File: src/rtl/ndro_pulse_driver.sv
// Command-FIFO driven pulse sequencer for a basic NDRO cell: emits spaced set/reset/clk pulses,
// tracks the expected stored bit and checks each readout against it.
module ndro_pulse_driver #(
    parameter int unsigned DEPTH = 4,
    parameter int unsigned GAP   = 10,
    parameter int unsigned CNT_W = 16
) (
    input  logic             clk,
    input  logic             reset_n,
    input  logic             cmd_valid,
    output logic             cmd_ready,
    input  logic [1:0]       cmd_op,
    input  logic [7:0]       cmd_arg,
    output logic             ndro_set,
    output logic             ndro_reset,
    output logic             ndro_clk,
    input  logic             ndro_out,
    output logic             exp_state,
    output logic             busy,
    output logic [CNT_W-1:0] read_count,
    output logic [CNT_W-1:0] err_count,
    output logic             mismatch
);
    localparam int unsigned AW = $clog2(DEPTH);
    localparam int unsigned LW = $clog2(GAP + 256) + 1;
    localparam logic [AW:0] FULL = (AW + 1)'(DEPTH);

    typedef enum logic {IDLE, SLOT} state_t;
    typedef enum logic [1:0] {OP_WAIT = 2'b00, OP_SET = 2'b01, OP_RESET = 2'b10, OP_READ = 2'b11} op_t;

    logic [9:0]       mem [DEPTH];
    logic [AW-1:0]    wr_ptr_q, rd_ptr_q;
    logic [AW:0]      count_q;
    state_t           state_q;
    op_t              op_q;
    logic [LW-1:0]    slot_len_q, slot_cnt_q;
    logic             avail_q, obs_q, exp_q, mism_q;
    logic             set_q, rst_q, clk_q;
    logic [CNT_W-1:0] rd_cnt_q, err_cnt_q;

    logic push, pop, last, obs_d, read_bad;
    op_t  head_op;
    logic [7:0] head_arg;

    always_comb begin
        push     = cmd_valid && cmd_ready;
        last     = (state_q == SLOT) && (slot_cnt_q == slot_len_q);
        // From IDLE the pop waits for avail_q, a registered copy of non-empty, so a
        // fresh command reaches the pulse one cycle after its push edge plus one.
        pop      = (count_q != '0) && (((state_q == IDLE) && avail_q) || last);
        head_op  = op_t'(mem[rd_ptr_q][9:8]);
        head_arg = mem[rd_ptr_q][7:0];
        obs_d    = obs_q | ndro_out;
        read_bad = obs_d != exp_q;
    end

    always_ff @(posedge clk) begin
        if (push) mem[wr_ptr_q] <= {cmd_op, cmd_arg};
    end

    always_ff @(posedge clk or negedge reset_n) begin
        if (!reset_n) begin
            wr_ptr_q   <= '0;
            rd_ptr_q   <= '0;
            count_q    <= '0;
            state_q    <= IDLE;
            op_q       <= OP_WAIT;
            slot_len_q <= '0;
            slot_cnt_q <= '0;
            avail_q    <= 1'b0;
            obs_q      <= 1'b0;
            exp_q      <= 1'b0;
            mism_q     <= 1'b0;
            set_q      <= 1'b0;
            rst_q      <= 1'b0;
            clk_q      <= 1'b0;
            rd_cnt_q   <= '0;
            err_cnt_q  <= '0;
        end else begin
            case ({push, pop})
                2'b10:   count_q <= count_q + 1'b1;
                2'b01:   count_q <= count_q - 1'b1;
                default: count_q <= count_q;
            endcase
            if (push) wr_ptr_q <= wr_ptr_q + 1'b1;
            avail_q <= count_q != '0;
            set_q   <= 1'b0;
            rst_q   <= 1'b0;
            clk_q   <= 1'b0;

            if (state_q == SLOT && slot_cnt_q >= LW'(2)) obs_q <= obs_d;

            if (last && op_q == OP_READ) begin
                if (rd_cnt_q != '1) rd_cnt_q <= rd_cnt_q + 1'b1;
                if (read_bad) begin
                    if (err_cnt_q != '1) err_cnt_q <= err_cnt_q + 1'b1;
                    mism_q <= 1'b1;
                end
            end

            if (pop) begin
                rd_ptr_q   <= rd_ptr_q + 1'b1;
                op_q       <= head_op;
                slot_len_q <= LW'(GAP) + ((head_op == OP_WAIT) ? LW'(head_arg) : '0);
                slot_cnt_q <= LW'(1);
                state_q    <= SLOT;
                obs_q      <= 1'b0;
                case (head_op)
                    OP_SET:   begin set_q <= 1'b1; exp_q <= 1'b1; end
                    OP_RESET: begin rst_q <= 1'b1; exp_q <= 1'b0; end
                    OP_READ:  clk_q <= 1'b1;
                    default:  ;
                endcase
            end else if (last) begin
                state_q <= IDLE;
            end else if (state_q == SLOT) begin
                slot_cnt_q <= slot_cnt_q + 1'b1;
            end
        end
    end

    assign cmd_ready  = count_q != FULL;
    assign busy       = (state_q != IDLE) || (count_q != '0);
    assign ndro_set   = set_q;
    assign ndro_reset = rst_q;
    assign ndro_clk   = clk_q;
    assign exp_state  = exp_q;
    assign read_count = rd_cnt_q;
    assign err_count  = err_cnt_q;
    assign mismatch   = mism_q;
endmodule

File: config.mk
export PLATFORM = sky130hd
export DESIGN_NAME = ndro_pulse_driver
export DESIGN_NICKNAME = d
export VERILOG_FILES = /design/src/rtl/ndro_pulse_driver.sv
export SDC_FILE = /design/constraint.sdc
export NUM_CORES = 1
export LEC_CHECK = 0
export BUFFER_PORTS_ARGS = -buffer_cell sky130_fd_sc_hd__buf_2
export CORE_MARGIN = 2
export CORE_UTILIZATION = 55
export CTS_CLUSTER_DIAMETER = 120
export CTS_CLUSTER_SIZE = 16
export DETAILED_ROUTE_END_ITERATION = 10
export GPL_ROUTABILITY_DRIVEN = 0
export GPL_TIMING_DRIVEN = 0
export PLACE_DENSITY = 0.82
export SYNTH_ARGS = -nofsm -noshare
export SYNTH_HDL_FRONTEND = slang
export SYNTH_SLANG_ARGS = --single-unit
export TNS_END_PERCENT = 10
File: constraint.sdc
create_clock -name clk -period 4.44 [get_ports clk]
set_clock_uncertainty 0.15 [all_clocks]
set_input_delay 0.444 -clock clk [delete_from_list [all_inputs] [get_ports clk]]
set_output_delay 0.444 -clock clk [all_outputs]
set_load 0.01 [all_outputs]
# After elaboration in Yosys (flattened, before gate mapping)
# Memories as Yosys holds them, arrays and structs flattened.
# Index checks and enable logic that the tools add are counted.
totals:
  regBits: 69
  ramBits: 40
  input_bits: 14
  output_inout_bits: 39
  elab_cells: 78
  memories: 1
memory_table:
  columns: ["name", "depth", "width", "rd", "rd_ports_with_merged_regs", "wr", "line", "source"]
  rows:
  - ["mem", 4, 10, 1, 0, 1, "31", "logic [9:0] mem [DEPTH];"]
op_classes:
  n_addsub: 8
  order_cmp: 1
  eq_ne: 12
  mux: 18
  bitwise_logic: 2
  n_reduce_logical: 20
op_table:
  columns: ["cell", "count"]
  rows:
  - ["16-bit by 1-bit adder with 16-bit output, second input constant", 2]
  - ["16-bit != test, second input constant", 2]
  - ["10-bit 2-to-1 mux", 3]
  - ["1-bit 2-to-1 mux", 12]
  - ["10-bit by 1-bit adder with 10-bit output, second input constant", 1]
  - ["10-bit == test", 1]
  - ["10-bit by 2-bit >= comparator with 1-bit output, second input constant", 1]
  - ["2-bit nonzero test", 5]
  - ["4-bit by 8-bit adder with 9-bit output, first input constant", 1]
  - ["2-bit == test, second input constant", 4]
  - ["8-bit 2-to-1 mux", 1]
  - ["2-bit AND reduction", 4]
  - ["1-bit logical AND", 6]
  - ["3-bit one-hot mux with 2 select lines", 1]
  - ["2-bit by 1-bit adder with 2-bit output, second input constant", 2]
  - ["2-bit by 1-bit == test with 1-bit output, second input constant", 2]
  - ["3-bit by 1-bit adder with 3-bit output, second input constant", 1]
  - ["3-bit != test, second input constant", 1]
  - ["3-bit AND reduction", 1]
  - ["3-bit nonzero test", 1]
  - ["3-bit by 1-bit subtractor with 3-bit output, second input constant", 1]
  - ["2-bit logical NOT", 1]
  - ["1-bit logical OR", 2]
  - ["2-bit != test, second input constant", 1]
  - ["other kinds (4)", 4]

# Longest topological paths before layout
# Gate-level depths: netlist (run 1).
depth:
  depth_word: 6
  ltp_mapped: 13
  mapped_depth_nobuf: 10

# Worst setup path after synthesis (run 1)
# OpenSTA, ideal clock, no wires.
synth_timing:
  path_type: "register to register"
  startpoint: "register slot_cnt_q[7]"
  endpoint: "register count_q[2]"
  setup_time_ps: 79
  t_arrival_ps: 2870
  required_time_ps: 4211
  path_slack_ps: 1340
  path_stages_with_launch: 13
  path_buffers: 2
  synth_period_minus_slack_ps: 3100
  cell_sequence: "dfrtp_1 xor2_1 nor4_4 nand4_1 a21oi_1 clkbuf_1 buf_2 ha_1 inv_1 fa_1 xor2_1 nor2_1 xor2_1"
synth_between:
  elab_chain_cells: 6
  elab_cells_between_ends: 8
  classes_between: "eq/ne (3); mux (1); reduce/logical (4)"
synth_rtl:
  columns: ["element", "line", "source"]
  rows:
  - ["start, declared", "36", "logic [LW-1:0] slot_len_q, slot_cnt_q;"]
  - ["start signal, assigned", "117", "slot_cnt_q <= slot_cnt_q + 1'b1;"]
  - ["10-bit == test (*)", "47", "last = (state_q == SLOT) && (slot_cnt_q == slot_len_q);"]
  - ["1-bit logical AND (*)", "47", null]
  - ["1-bit logical OR (*)", "50", "pop = (count_q != '0) && (((state_q == IDLE) && avail_q) || last);"]
  - ["1-bit logical AND (*)", "50", null]
  - ["named net pop", "41", "logic push, pop, last, obs_d, read_bad;"]
  - ["2-bit by 1-bit == test with 1-bit output or 2-bit == test (tied branches)", "80", "case ({push, pop})"]
  - ["3-bit one-hot mux with 2 select lines or 2-bit nonzero test (tied branches)", null, null]
  - ["end signal, assigned", "81", "2'b10: count_q <= count_q + 1'b1;"]
  - ["end signal, assigned", "82", "2'b01: count_q <= count_q - 1'b1;"]
  - ["end signal, assigned", "83", "default: count_q <= count_q;"]
  - ["end, declared", "33", "logic [AW:0] count_q;"]
# Mark *: on every way through the listed nets, which the timed path passes. The rest lies on a longest branch.
# A chain may end at the register's enable or synchronous reset.

# Worst setup path after layout (run 1)
layout_timing:
  startpoint: "register slot_cnt_q[5]"
  endpoint: "register count_q[2]"
# The elaborated chain is that of the path after synthesis.

==> impl_metrics.ini, run 1 <==
[synth]
ys_seq_area_share_pct = 59.40
synth_area_leader_cell = dfrtp_1
ys_ff_latch = 108
ys_warn_count = 0
syn-cell-area_um2 = 4887
synth_cells = 384
syn_nets = 413
avgSynthCellArea_um2 = 12.73
synthTopCellsByArea = dfrtp_1 (35%), edfxtp_1 (25%), xor2_1 (6.1%), mux4_2 (4.6%), xnor2_1 (4.1%)
synth_top_area_share_pct = 34.82
ys_types = 35

[die]
dieWidth_um = 98.27
fp-row-count = 34
io_pins = 53
die_y_um = 98.27
die_area_um2 = 9656
initial_core_util_pct = 56.31
core_um2 = 8678

[place]
io_buffers = 52
placed_cells = 544
dp_hpwl_um = 6095
post-place-ws_ns = 0.7908
placed_area_um2 = 5285

[cells_and_area]
drive_gt1_share_pct = 20.13
diodes = 0
fin_cells = 560
design_area_um2 = 5463
layout_commonest_cell = dfrtp_1
nFillCells = 670
areaGrowthSynthToFinish_pct = 11.78
final_cell_mix = dfrtp_1 (68), buf_2 (55), edfxtp_1 (40)
final_nets = 476

[clocking]
cts_root_buf = clkbuf_8
cts_tree = done
clkSinkCount = 108
cts_max_path_buffers = 2
hold_buffers = 0
postCtsResizedCells = 0
insertion_delay_ns = 0.36
clk_pin_slew_ns = 0.10
cts_buffers = 9
cts_htree_levels = 3
post_cts_buffers = 0

[timing]
max_freq_ghz = 0.2717
post-route-min-period_ns = 3.681
hold_violations = 0
slew_headroom_pct = 44.82
rsz0062_at_grt = false
tightest_slew_ns = 0.8277
setup_viol = 0
setup_tns_ns = 0
final_max_slew_viol_count = 0
timing.final.crit_share_pct = 82.91
setup_ws_ns = 0.7589

[critical_path]
rrSetupSlack_ns = 0.76
start_kind = flip-flop
worstSetupPathDepth = 13
crit_type = flip-flop to flip-flop
r2r_end = count_q[2]
cp_cell_sequence = clkbuf_1 > xor2_1 > nor4_2 > nand4_1 > a21oi_1 > clkbuf_1 > buf_2 > ha_1 > inv_1 > fa_1 > xor2_1 > nor2_1 > xor2_1
startpoint = slot_cnt_q[5]
worst_r2r_path_depth = 13
worstSetupEndpoint = count_q[2]
timing.rr.start = slot_cnt_q[5]
critPathArrivalTime_ns = 3.82
crit_fanout = 10
cpMostUsedCell = xor2_1
worstPathRequired_ns = 4.57
slowest_delay_ns = 0.53
end_kind = flip-flop
cp_slowest_cell = a21oi_1
path_buf_inv = 4
critical-path-top-delay-family = buffers and inverters

[min_path]
hold_class = input port to asynchronous set/reset pin

[route]
ant_nets = 0
drt-total-wl_um = 8435
num_vias = 3089
viasPerCell = 5.516
drc = 0
drt-initial-drc-count = 77
wire_per_inst_um = 15.06
drtPass1Iterations = 4

[grt]
grt_max_degree = 69
grt_pass1_wl_um = 14140
grt_pass1_vias = 3016
overflow = 0
track_usage_pct = 18.51
antenna_found_initial = 0

[power]
power_mw = 2.743
p_leak_nw = 2.407
ir_worst_vdd_v = 0.0003867
power.density_nw_per_um2 = 502.2

[run]
maxCapViolCount = 0

[outcome]
status = complete, no violations
## where the power goes
part | leakage (nW) | internal [mW] | total, mW | switching [mW]
Clock | 0.0900 | 0.210 | 0.537 | 0.326
Combinational | 1.08 | 0.366 | 0.836 | 0.471
Sequential | 1.24 | 1.24 | 1.37 | 0.128
Total | 2.41 | 1.82 | 2.74 | 0.925
## worst min path at each step
stage,slack (ns),end,start,cells past startpoint
floorplan,-0.002,avail_q,reset_n,0
global placement,0.32,mismatch,mismatch,1
detailed placement,0.32,mismatch,mismatch,1
CTS,0.04,err_count[5],reset_n,1
global route,0.08,err_count[4],reset_n,1
finish,0.01,err_count[0],reset_n,1
## per-stage QoR
step / hold WS [ns] / util (%)
finish: 0.01367 / 62.95
global placement: 0.3186 / 60.87
global route: 0.08064 / 62.95
CTS: 0.04035 / 62.95
detailed placement: 0.3156 / 60.90
floorplan: -0.001591 / -
## sequential cells by signal, indices dropped and copies added, names as in the netlist, 3 cells and up
name        count
mem            40
err_count      16
read_count     16
slot_cnt_q     10
slot_len_q      9
count_q         3
## cell families after synthesis
| kind of cell | count (synthesis) | share of synthesized area, % |
|---|---|---|
| flops | 108 | 59.40 |
| xor+xnor | 57 | 10.22 |
| compound gates | 17 | 2.023 |
| fa+ha+maj | 15 | 3.994 |
| buf+inv | 28 | 2.253 |
| simple gates | 141 | 15.69 |
| mux | 18 | 6.426 |
## worst register-to-register path, stage by stage (launching register included)
cell,delay [ns]
dfrtp_1,0.36
clkbuf_1,0.30
xor2_1,0.13
nor4_2,0.24
nand4_1,0.16
a21oi_1,0.53
clkbuf_1,0.35
buf_2,0.30
ha_1,0.23
inv_1,0.06
fa_1,0.37
xor2_1,0.15
nor2_1,0.11
xor2_1,0.16
## routing by layer
metal / vias up / share of wire (%) / track usage (%)
met4: 0 / 1.1 / 5.374
met2: 66 / 52 / 32.46
met5: - / 0 / 0
met3: 10 / 4.3 / 5.011
met1: 1520 / 42 / 22.65
li1: 1493 / - / -
## synth_stat cells (all sizes together)
| library cell | number |
|---|---|
| xor2 | 34 |
| xnor2 | 23 |
| or3 | 1 |
| dfrtp | 68 |
| mux2 | 7 |
| and3 | 10 |
| ha | 14 |
| mux2i | 1 |
| o21bai | 1 |
| fa | 1 |
| edfxtp | 40 |
| nand2b | 4 |
| clkbuf | 7 |
| and4 | 2 |
| o21ai | 6 |
| nand3 | 26 |
| nand4b | 1 |
| o22a | 1 |
| or2 | 1 |
| inv | 17 |
| buf | 4 |
| nand2 | 22 |
| nor4 | 10 |
| mux4 | 10 |
| a31oi | 2 |
| or4 | 1 |
| nor2 | 23 |
| o2111ai | 1 |
| nand4 | 16 |
| and2 | 12 |
| nor3 | 12 |
| o22ai | 1 |
| a21oi | 5 |
## area by class of cell
type	count	area, um2	area share, %
plain buffers	11	46.29	0.8475
clock inverters	6	50.05	0.9162
flip-flops and latches	108	2903	53.14
inverters	17	63.81	1.168
repair buffers	52	262.8	4.810
well taps	108	135.1	2.474
clock buffers	10	127.6	2.336
multi-input cells	248	1874	34.31
Power figures use the tool's default switching activity.
==> run 2: changes to the inputs <==
Settings changed: ABC_AREA set to 1.
Clock period 4.44 ns to 3.5 ns, I/O delays scaled along.
==> run 2 against run 1 <==
Effect of this change:
- non-clock buffer count rose by 10
- hold slack improved by 0.014 ns
- sequential cell count did not move
- register-to-register slack got worse by 0.27 ns
- fmax rose by 22%
- die area rose by 15%
- critical path depth rose by 1
- cell count rose by 57%
- clock-buffer cell count fell by 1
- clock power rose by 31%
- highest routed layer unchanged
==> impl_metrics.ini, run 2 <==
[outcome]
status = complete, no violations

[critical_path]
cp_slowest_cell = fa_1
cp_cell_sequence = buf_2 > xor2_1 > nor2_1 > nand2_1 > nor2_2 > nor2_2 > nor2_2 > buf_4 > ha_1 > inv_1 > fa_1 > a21oi_1 > o21ai_0 > xnor2_1
end_kind = flip-flop
rrSetupSlack_ns = 0.49
start_kind = flip-flop
cpMostUsedCell = nor2_2
crit_fanout = 10
slowest_delay_ns = 0.38
worstPathRequired_ns = 3.62
critPathArrivalTime_ns = 3.13
crit_type = flip-flop to flip-flop

[timing]
slew_headroom_pct = 35.03
rsz0062_at_grt = false
tightest_slew_ns = 0.9710
max_freq_ghz = 0.3323
final_max_slew_viol_count = 0
post-route-min-period_ns = 3.009
hold_violations = 0
hold_ws_ns = 0.02766
setup_tns_ns = 0
timing.final.crit_share_pct = 85.97
setup_viol = 0

[grt]
antenna_found_initial = 0
overflow = 0
grt_pass1_vias = 4319
track_usage_pct = 20.83
grt_max_degree = 69
grt_pass1_wl_um = 18930

[synth]
ys_ff_latch = 108
synth_most_common_cell = nand2_1
synth_cells = 674
synth_top_area_share_pct = 29.98
ys_seq_area_share_pct = 51.15
ys_top_cells_by_count = nand2_1 (231), dfrtp_1 (68), inv_1 (68), nand3_1 (52), nor2_1 (48)
ys_types = 37
syn-cell-area_um2 = 5675
synth-edff-count = 40
synthTopCellsByArea = dfrtp_1 (30%), edfxtp_1 (21%), nand2_1 (15%), nand3_1 (4.6%), inv_1 (4.5%)
avgSynthCellArea_um2 = 8.421
synth_area_leader_cell = dfrtp_1
synthFlopType = dfrtp_1
syn_nets = 703
synthArstFlopShare_pct = 62.96
ys_warn_count = 0

[run]
maxCapViolCount = 0

[die]
die_y_um = 105.6
initial_core_util_pct = 55.72
io_pins = 53
fp-row-count = 37
dieWidth_um = 105.6
core_um2 = 10180
die_area_um2 = 11150

[cells_and_area]
drive_gt1_share_pct = 13.73
diodes = 0
largest_reg_flops = 40
final_nets = 767
multi_input_area_um2 = 2375
areaGrowthSynthToFinish_pct = 10.93
ff_latch_area_um2 = 2903
final_cell_mix = nand2_1 (231), inv_1 (68), dfrtp_1 (68)
largest_register = mem
layout_commonest_cell = nand2_1
nFillCells = 890

[clocking]
clkSinkCount = 108
cts_tree = done
post_cts_buffers = 0
cts_root_buf = clkbuf_8
clk_pin_slew_ns = 0.11
cts_buffers = 9
cts_max_path_buffers = 2
insertion_delay_ns = 0.38
postCtsResizedCells = 0
cts_htree_levels = 3

[power]
ir_worst_vdd_v = 0.0003938
power.density_nw_per_um2 = 623.4
p_leak_nw = 3.074

[route]
num_vias = 4570
drtPass1Iterations = 4
drt-total-wl_um = 11210
drt-initial-drc-count = 282
wire_per_inst_um = 12.76
ant_nets = 0
drc = 0
viasPerCell = 5.199

[min_path]
hold_class = input port to flip-flop

[place]
dp_hpwl_um = 8253
io_buffers = 52
run 2: changes by cell type in the layout (fill, tap and decap cells not counted), sizes merged, moves of 8 or more:
cell,previous run,this run
and2,12,1
and3,10,1
buf,56,67
inv,18,80
mux4,10,0
nand2,22,233
nand3,26,53
nand4,16,28
nor2,23,52
nor4,10,2
o21ai,6,16
xnor2,23,11
xor2,34,24
run 2: worst paths after layout:
kind / start / to / depth (start not counted)
max reg2reg: slot_cnt_q[5] / count_q[2] / 14
min reg2reg: count_q[0] / count_q[0] / 1
max: slot_cnt_q[5] / count_q[2] / 14
min: cmd_arg[6] / mem[1][6] / 1
max in group asynchronous: reset_n / err_count[11] / 2
min in group asynchronous: reset_n / read_count[6] / 2
run 2: layer usage:
metal / GRT usage [%] / vias up / wire, um
li1: - / 2304 / -
met1: 25.50 / 2153 / 4858
met2: 36.64 / 95 / 5719
met3: 4.020 / 18 / 459
met4: 7.613 / 0 / 177
met5: 0 / - / 0
run 2: logic make-up after synthesis:
| logic type | synth area share [%] |
|---|---|
| and+or+nand+nor | 30.09 |
| DFF | 51.15 |
| buffers and inverters | 7.010 |
| xor gates and xnor gates | 5.401 |
| AOI/OAI and AO/OA | 2.910 |
| adders and majority gates | 3.439 |
run 2: cell type report:
type                    instances  area share (%)
clock inverters                 7          0.8545
inverters                      76           4.531
flip-flops and latches        108           46.10
repair buffers                 53           4.332
plain buffers                  20           1.789
clock buffers                   9           1.967
well taps                     136           2.703
multi-input cells             470           37.72
run 2: repair_timing:
item | in CTS | in global routing
endpoints found under the hold margin | 68 | 0
hold buffers | 1 | 0
endpoints found under the setup margin | 0 | 0
run 2: per-stage QoR:
| step | worst slack [ns] | instances | cell area (um2) | total power [mW] | util, % |
|---|---|---|---|---|---|
| after global placement | 0.5369 | 862 | 6106 | 3.164 | 59.95 |
| after floorplan | 0.8684 | 674 | 5675 | 2.837 | - |
| after CTS | 0.4709 | 879 | 6296 | 3.956 | 61.82 |
| after detailed placement | 0.4791 | 862 | 6108 | 3.238 | 59.98 |
| final | 0.4910 | 879 | 6296 | 3.925 | 61.82 |
| after global routing | 0.1918 | 879 | 6296 | 4.229 | 61.82 |
run 2: critical path, delay by kind of cell, from the launching register on:
| family | cells | cell delay (ns) |
|---|---|---|
| simple gates | 5 | 0.86 |
| fa+ha+maj | 2 | 0.53 |
| buf+inv | 3 | 0.45 |
| flops | 1 | 0.36 |
| xor+xnor | 2 | 0.29 |
| compound gates | 2 | 0.25 |
run 2: power by group:
part	internal [mW]	switching (mW)	leakage, nW
combinational	0.480	0.987	1.72
sequential	1.58	0.170	1.26
clock	0.267	0.439	0.0861
